## src/rtl/usb_in_transaction.sv

```systemverilog
// usb_in_transaction
//
// Host-side USB IN transaction engine. Placed between the read/write FSM and
// the packet sender/receiver. Issues an IN token, waits for the device's
// response within a timeout, NAKs corrupt or missing data, re-issues IN after
// a device NAK, and tracks the DATA0/DATA1 toggle. The transaction ends with
// a success pulse or with a failure pulse and a failure code.
//
// Ports
//   clock, reset_n     clock (rising edge) and asynchronous active-low reset
//   start, toggle_clr  begin a transaction / force the toggle to DATA0 (IDLE only)
//   done, success,     one-cycle completion pulses; fail_code is held until the
//   failure, fail_code next accepted start (01 timeout/NAK limit, 10 invalid, 11 STALL)
//   data_out           last accepted payload
//   data_toggle        PID expected for the next data packet (0=DATA0, 1=DATA1)
//   send_IN/ACK/NAK    one-cycle requests to the packet sender
//   sent               sender finished the requested packet
//   rec_start          receiver saw the start of a packet
//   rec_DATA0/1, rec_NAK, rec_STALL  receiver end-of-packet pulses
//   data_valid, data_rec             payload qualifiers sampled with rec_DATAx
module usb_in_transaction #(
  parameter int DATA_W       = 64,
  parameter int TIMEOUT_CYC  = 255,
  parameter int MAX_TIMEOUTS = 8,
  parameter int MAX_INVALID  = 8,
  parameter int MAX_DEV_NAK  = 16
) (
  input  logic              clock,
  input  logic              reset_n,
  input  logic              start,
  input  logic              toggle_clr,
  output logic              done,
  output logic              success,
  output logic              failure,
  output logic [1:0]        fail_code,
  output logic [DATA_W-1:0] data_out,
  output logic              data_toggle,
  output logic              send_IN,
  output logic              send_ACK,
  output logic              send_NAK,
  input  logic              sent,
  input  logic              rec_start,
  input  logic              rec_DATA0,
  input  logic              rec_DATA1,
  input  logic              rec_NAK,
  input  logic              rec_STALL,
  input  logic              data_valid,
  input  logic [DATA_W-1:0] data_rec
);

  localparam int CYC_W = $clog2(TIMEOUT_CYC + 1);
  localparam int TO_W  = $clog2(MAX_TIMEOUTS + 1);
  localparam int INV_W = $clog2(MAX_INVALID + 1);
  localparam int NAK_W = $clog2(MAX_DEV_NAK + 1);

  localparam logic [CYC_W-1:0] CYC_LAST = CYC_W'(TIMEOUT_CYC - 1);
  localparam logic [TO_W-1:0]  TO_LAST  = TO_W'(MAX_TIMEOUTS - 1);
  localparam logic [INV_W-1:0] INV_LAST = INV_W'(MAX_INVALID - 1);
  localparam logic [NAK_W-1:0] NAK_LAST = NAK_W'(MAX_DEV_NAK - 1);

  typedef enum logic [2:0] {
    S_IDLE, S_SEND_IN, S_WAIT_RESP, S_RECEIVING, S_SEND_NAK, S_SEND_ACK
  } state_t;

  state_t             state, state_nxt;
  logic [CYC_W-1:0]   cyc_cnt;
  logic [TO_W-1:0]    to_cnt;
  logic [INV_W-1:0]   inv_cnt;
  logic [NAK_W-1:0]   nak_cnt;
  logic               dup_q;
  logic               succ_now, fail_now;
  logic [1:0]         fail_code_nxt;

  // Saturating increment shared by the per-transaction event counters.
  function automatic int unsigned sat_inc(input int unsigned v, input int unsigned lim);
    return (v >= lim) ? lim : v + 1;
  endfunction

  // Event decode. The "last" flags mean the next event of that kind hits its limit.
  logic cyc_expire, in_rx, rx_term, rx_pid;
  logic start_ev, ack_sent, timeout_ev;
  logic stall_ev, nak_ev, data_ev, inv_ev, good_ev, dup_ev;
  logic to_last, inv_last, nak_last;

  assign cyc_expire = (cyc_cnt == CYC_LAST);
  assign in_rx      = (state == S_RECEIVING);
  assign rx_term    = rec_STALL | rec_NAK | rec_DATA0 | rec_DATA1;
  assign rx_pid     = rec_DATA1;
  assign start_ev   = (state == S_IDLE) & start;
  assign ack_sent   = (state == S_SEND_ACK) & sent;
  assign stall_ev   = in_rx & rec_STALL;
  assign nak_ev     = in_rx & ~rec_STALL & rec_NAK;
  assign data_ev    = in_rx & ~rec_STALL & ~rec_NAK & (rec_DATA0 | rec_DATA1);
  assign inv_ev     = data_ev & ~data_valid;
  assign good_ev    = data_ev & data_valid & (rx_pid == data_toggle);
  assign dup_ev     = data_ev & data_valid & (rx_pid != data_toggle);
  // A packet start (WAIT_RESP) or a terminator (RECEIVING) in the expiry cycle wins.
  assign timeout_ev = cyc_expire & (((state == S_WAIT_RESP) & ~rec_start) | (in_rx & ~rx_term));
  assign to_last    = (to_cnt >= TO_LAST);
  assign inv_last   = (inv_cnt >= INV_LAST);
  assign nak_last   = (nak_cnt >= NAK_LAST);

  // State register
  always_ff @(posedge clock or negedge reset_n) begin
    if (!reset_n) state <= S_IDLE;
    else          state <= state_nxt;
  end

  // Next-state logic
  always_comb begin
    state_nxt = state;
    case (state)
      S_IDLE:      if (start) state_nxt = S_SEND_IN;
      S_SEND_IN,
      S_SEND_NAK:  if (sent) state_nxt = S_WAIT_RESP;
      S_WAIT_RESP: begin
        if (rec_start)       state_nxt = S_RECEIVING;
        else if (cyc_expire) state_nxt = to_last ? S_IDLE : S_SEND_NAK;
      end
      S_RECEIVING: begin
        if (rec_STALL)                   state_nxt = S_IDLE;
        else if (rec_NAK)                state_nxt = nak_last ? S_IDLE : S_SEND_IN;
        else if (rec_DATA0 | rec_DATA1) begin
          if (!data_valid)               state_nxt = inv_last ? S_IDLE : S_SEND_NAK;
          else                           state_nxt = S_SEND_ACK;
        end
        else if (cyc_expire)             state_nxt = to_last ? S_IDLE : S_SEND_NAK;
      end
      S_SEND_ACK:  if (sent) state_nxt = dup_q ? S_SEND_IN : S_IDLE;
      default:     state_nxt = S_IDLE;
    endcase
  end

  // Output logic: sender requests go out in the deciding cycle; completion
  // is registered and appears the cycle after.
  always_comb begin
    send_IN       = start_ev | (nak_ev & ~nak_last) | (ack_sent & dup_q);
    send_NAK      = (timeout_ev & ~to_last) | (inv_ev & ~inv_last);
    send_ACK      = good_ev | dup_ev;
    succ_now      = ack_sent & ~dup_q;
    fail_now      = stall_ev | (nak_ev & nak_last) | (inv_ev & inv_last) | (timeout_ev & to_last);
    fail_code_nxt = 2'b01;
    if (stall_ev)                fail_code_nxt = 2'b11;
    else if (inv_ev & inv_last)  fail_code_nxt = 2'b10;
  end

  // Counters, payload, toggle and completion flags
  always_ff @(posedge clock or negedge reset_n) begin
    if (!reset_n) begin
      done        <= 1'b0;
      success     <= 1'b0;
      failure     <= 1'b0;
      fail_code   <= 2'b00;
      data_out    <= '0;
      data_toggle <= 1'b0;
      cyc_cnt     <= '0;
      to_cnt      <= '0;
      inv_cnt     <= '0;
      nak_cnt     <= '0;
      dup_q       <= 1'b0;
    end else begin
      done    <= succ_now | fail_now;
      success <= succ_now;
      failure <= fail_now;

      if (start_ev)      fail_code <= 2'b00;
      else if (fail_now) fail_code <= fail_code_nxt;

      if (start_ev) begin
        to_cnt  <= '0;
        inv_cnt <= '0;
        nak_cnt <= '0;
      end else begin
        if (timeout_ev) to_cnt  <= TO_W'(sat_inc(32'(to_cnt), MAX_TIMEOUTS));
        if (inv_ev)     inv_cnt <= INV_W'(sat_inc(32'(inv_cnt), MAX_INVALID));
        if (nak_ev)     nak_cnt <= NAK_W'(sat_inc(32'(nak_cnt), MAX_DEV_NAK));
      end

      // The cycle counter only runs while waiting; any state change restarts it.
      if (((state == S_WAIT_RESP) || (state == S_RECEIVING)) && (state_nxt == state))
        cyc_cnt <= cyc_cnt + 1'b1;
      else
        cyc_cnt <= '0;

      if ((state == S_IDLE) && toggle_clr) data_toggle <= 1'b0;
      else if (good_ev)                    data_toggle <= ~data_toggle;

      if (good_ev) data_out <= data_rec;

      // A duplicate is ACKed, then the IN is re-issued instead of finishing.
      if (dup_ev)        dup_q <= 1'b1;
      else if (ack_sent) dup_q <= 1'b0;
    end
  end

endmodule

```

## config.mk

```make
export PLATFORM = sky130hd
export DESIGN_NAME = usb_in_transaction
export DESIGN_NICKNAME = d
export VERILOG_FILES = /design/src/rtl/usb_in_transaction.sv
export SDC_FILE = /design/constraint.sdc
export NUM_CORES = 1
export LEC_CHECK = 0
export BUFFER_PORTS_ARGS = -buffer_cell sky130_fd_sc_hd__buf_4
export CAP_MARGIN = 10
export CORE_ASPECT_RATIO = 1.4
export CORE_UTILIZATION = 45
export CTS_CLUSTER_DIAMETER = 60
export DETAILED_ROUTE_END_ITERATION = 8
export PLACE_DENSITY = 0.75
export SLEW_MARGIN = 20
export SYNTH_ARGS = -nofsm -noshare
export SYNTH_HDL_FRONTEND = slang
export SYNTH_SLANG_ARGS = --single-unit
```

## constraint.sdc

```tcl
create_clock -name clock -period 3.6 [get_ports clock]
set_input_delay 0.18 -clock clock [delete_from_list [all_inputs] [get_ports clock]]
set_output_delay 0.18 -clock clock [all_outputs]
set_load 0.02 [all_outputs]
```

==> results.md <==
* Initial antenna violation count at 0
* Final hold slack at 0.0714 ns
* # DRC at 0
* Placed insts at 570
* Area of the multi-input gates at 0.00165 mm2
* Max Slew Vio Count at 0
* Synthesized net count at 411
* Synth top area cells: dfrtp_1 (57%), mux2_2 (17%), ha_1 (2.4%)
* RSZ-0062 raised after global routing: false
* Ys async rst share at 100%
* Dominant cell type by area after synthesis: dfrtp_1
* Port bufs at 147
* Cell area power density at 735 mW/mm2
* Worst Setup Start Kind: flop
* Slowest-stage cell, CP: dfrtp_1
* Initial cell density of the core at 46.2%
* 1st-iter DRT viols at 116
* Post-synthesis cell count at 328
* Largest net degree at the start of global routing at 70
* Synth top area share at 57.0%
* Fillers at 710
* Final worst path period share at 70.0%
* Clock Tree Root: clkbuf_16
* Area growth syn-to-layout at 35.9%
* DRT Pass-1 Iters at 4
* Worst-path clk slew at 0.07 ns
* Die Ht at 116 um
* First-pass GRT wire length at 15.4 mm
* Mean area per synthesized cell at 12.7 um2
* CTS Buf Count at 9
* Setup TNS at 0 ns
* WL final at 9.39 mm
* #FFs+latches synth at 95
* CP Max Fanout at 17
* Final cell count without fillers at 587
* Die area at 0.00967 mm2
* Final Wtd Congestion at 0.879
* Post-CTS Setup Bufs at 0
* CP Capture Type: output port
* Vias post-DR at 3087
* Post-synthesis sequential area ratio at 57.0%
* Ys flop type: dfrtp_1
* Worst hold-check path type: in2reg
* Gr usage total at 20.3%
* Setup violators final at 0
* Worst setup path class: reg2out
* Post-DR vias/cell at 5.26
* Number of global-route vias before repair at 3074
* Min Tclk post-route at 2.52 ns
* CTS sink cnt at 95
* Hold violation count in the final report at 0
* Final Net Count at 558
* Fmax at 397 MHz
* WL per Instance at 16.0 um
* Warnings, synthesis at 0
* Setup ws final at 1.08 ns
* Max clock buf depth at 2
* # diodes at 0
* Share of cells above drive strength 1 at 48.1%
* Clock tree from TritonCTS: built
* Core Region at 0.00903 mm2
* Slew Limit Headroom at 29.6%
* Die X at 83.4 um
* Reg area at 0.00238 mm2
* Peak supply drop at 464 uV
* Max Cap Violations at 0
* Worst EP required at 3.42 ns
* Routed Antenna Nets at 0
* Ports at 148
* Worst skew pair latency at 0.34 ns
* H-tree levels at 3
* Critical-path cell list: nor4b_1 > a21o_1 > nand2_1 > o21ai_0 > buf_4
* Post-Synthesis Cell Area at 0.00417 mm2
* Util after Layout at 62.8%
* Post-DP HPWL at 6.77 mm
* Yosys cell types at 47
* Largest stage delay, worst path at 0.62 ns
* Grt total ovfl at 0
* EDFF count, synth at 0
* Slew @ Worst Pin at 1.05 ns
* Outcome: finished, final reports clean
* Lkg Pwr at 2.87 nW
* CP arrival at 2.34 ns
* Post-placement setup slack at 1.15 ns
* Setup Skew at 0.00707 ns
* Row count at 41
==> sequential cells by signal, summed over array words and instances, names as in the netlist <==
register	flops
inv_cnt	4
success	1
to_cnt	4
data_out	64
nak_cnt	5
done	1
data_toggle	1
fail_code	2
dup_q	1
state	3
cyc_cnt	8
failure	1
==> synth_stat cells, types with 2 or more instances <==
| master | instances |
|---|---|
| a211oi_1 | 2 |
| a21o_1 | 3 |
| a21oi_1 | 14 |
| a31oi_1 | 4 |
| and2_1 | 2 |
| and3_1 | 2 |
| and4_1 | 2 |
| buf_2 | 2 |
| buf_6 | 6 |
| clkbuf_1 | 4 |
| dfrtp_1 | 95 |
| ha_1 | 8 |
| inv_1 | 10 |
| mux2_2 | 64 |
| mux2i_1 | 3 |
| nand2_1 | 16 |
| nand2b_1 | 2 |
| nand3_1 | 8 |
| nand3b_1 | 5 |
| nand4_1 | 6 |
| nor2_1 | 18 |
| nor3_1 | 5 |
| nor4b_1 | 3 |
| o211ai_1 | 2 |
| o21ai_0 | 10 |
| o31ai_1 | 2 |
| or3_1 | 4 |
| xnor2_1 | 2 |
| xor2_1 | 6 |
==> path summary, 6_finish.rpt <==
path,start,endpoint,slack [ns],depth (start not counted)
max in group asynchronous,reset_n,data_out[30],2.21,3
max reg2reg,state[0],data_out[27],1.12,4
min reg2reg,dup_q,success,0.49,1
max,state[0],send_NAK,1.08,5
min,data_rec[11],data_out[11],0.07,2
min in group asynchronous,reset_n,nak_cnt[1],0.50,2
==> layer usage <==
layer / vias up / global-route usage [%] / share of wire [%]
li1: 1466 / - / -
met1: 1483 / 26.1 / 43
met2: 130 / 34.0 / 50
met3: 8 / 4.99 / 6.6
met4: 0 / 6.78 / 0.85
met5: - / 0 / 0
==> metrics by stage <==
step                total power [mW]  cell area [um2]
CTS                             4.21             5670
detailed placement              3.14             5320
floorplan                       2.44             4170
global placement                3.09             5320
global route                    4.39             5670
finish                          4.17             5670
==> report_power, final <==
part           leakage (nW)  internal [mW]  switching (mW)
Sequential             1.29           1.40           0.234
Combinational          1.42          0.720           0.762
Clock                 0.167          0.654           0.397
Total                  2.87           2.78            1.39
==> critical path, delay by kind of cell (launching register included) <==
| family | cells | cell delay [ns] |
|---|---|---|
| AND/OR/NAND/NOR | 2 | 0.67 |
| flip-flops | 1 | 0.62 |
| AO/OA/AOI/OAI | 2 | 0.53 |
| buffers and inverters | 1 | 0.20 |
==> cell type report <==
class                      count  share of cell area (%)
sequential                    95                    41.9
timing repair buffer         150                    19.9
clock inverter                 5                    1.52
tap                          107                    2.36
clock buffer                  11                    4.46
inverter                      10                   0.662
multi-input combinational    209                    29.2
==> kinds of logic (layout without fill, tap and decap cells) <==
logic type / Yosys count / count (layout) / synth area share, %
buffers and inverters: 24 / 176 / 3.42
AO/OA/AOI/OAI: 45 / 45 / 6.72
XOR/XNOR: 8 / 8 / 1.68
multiplexers: 67 / 67 / 18.0
adder cells (fa/ha/maj): 8 / 8 / 2.40
flip-flops: 95 / 95 / 57.0
AND/OR/NAND/NOR: 81 / 81 / 10.8
==> cell usage in the layout, fill, tap and decap left out, types with 2 or more instances in the layout <==
cell type / netlist / layout
dfrtp_1: 95 / 95
or3_1: 4 / 4
a31oi_1: 4 / 4
inv_6: 0 / 3
o31ai_1: 2 / 2
nand3b_1: 5 / 5
nor2_1: 18 / 18
a21oi_1: 14 / 14
bufinv_16: 0 / 2
a21o_1: 3 / 3
clkbuf_8: 0 / 2
clkbuf_16: 0 / 9
ha_1: 8 / 8
nand3_1: 8 / 8
and2_1: 2 / 2
xnor2_1: 2 / 2
mux2i_1: 3 / 3
and4_1: 2 / 2
and3_1: 2 / 2
a211oi_1: 2 / 2
nand4_1: 6 / 6
nand2b_1: 2 / 2
o211ai_1: 2 / 2
xor2_1: 6 / 6
o21ai_0: 10 / 10
nor4b_1: 3 / 3
buf_4: 1 / 149
nor3_1: 5 / 5
nand2_1: 16 / 16
inv_1: 10 / 10
mux2_2: 64 / 64
==> timing repair <==
item / 4_1_cts / 5_1_grt
endpoints found under the hold margin: 42 / 0
hold buffers: 1 / 0
endpoints found under the setup margin: 0 / 0
resized for setup: 0 / 0
(Power assumes the default switching activity.)
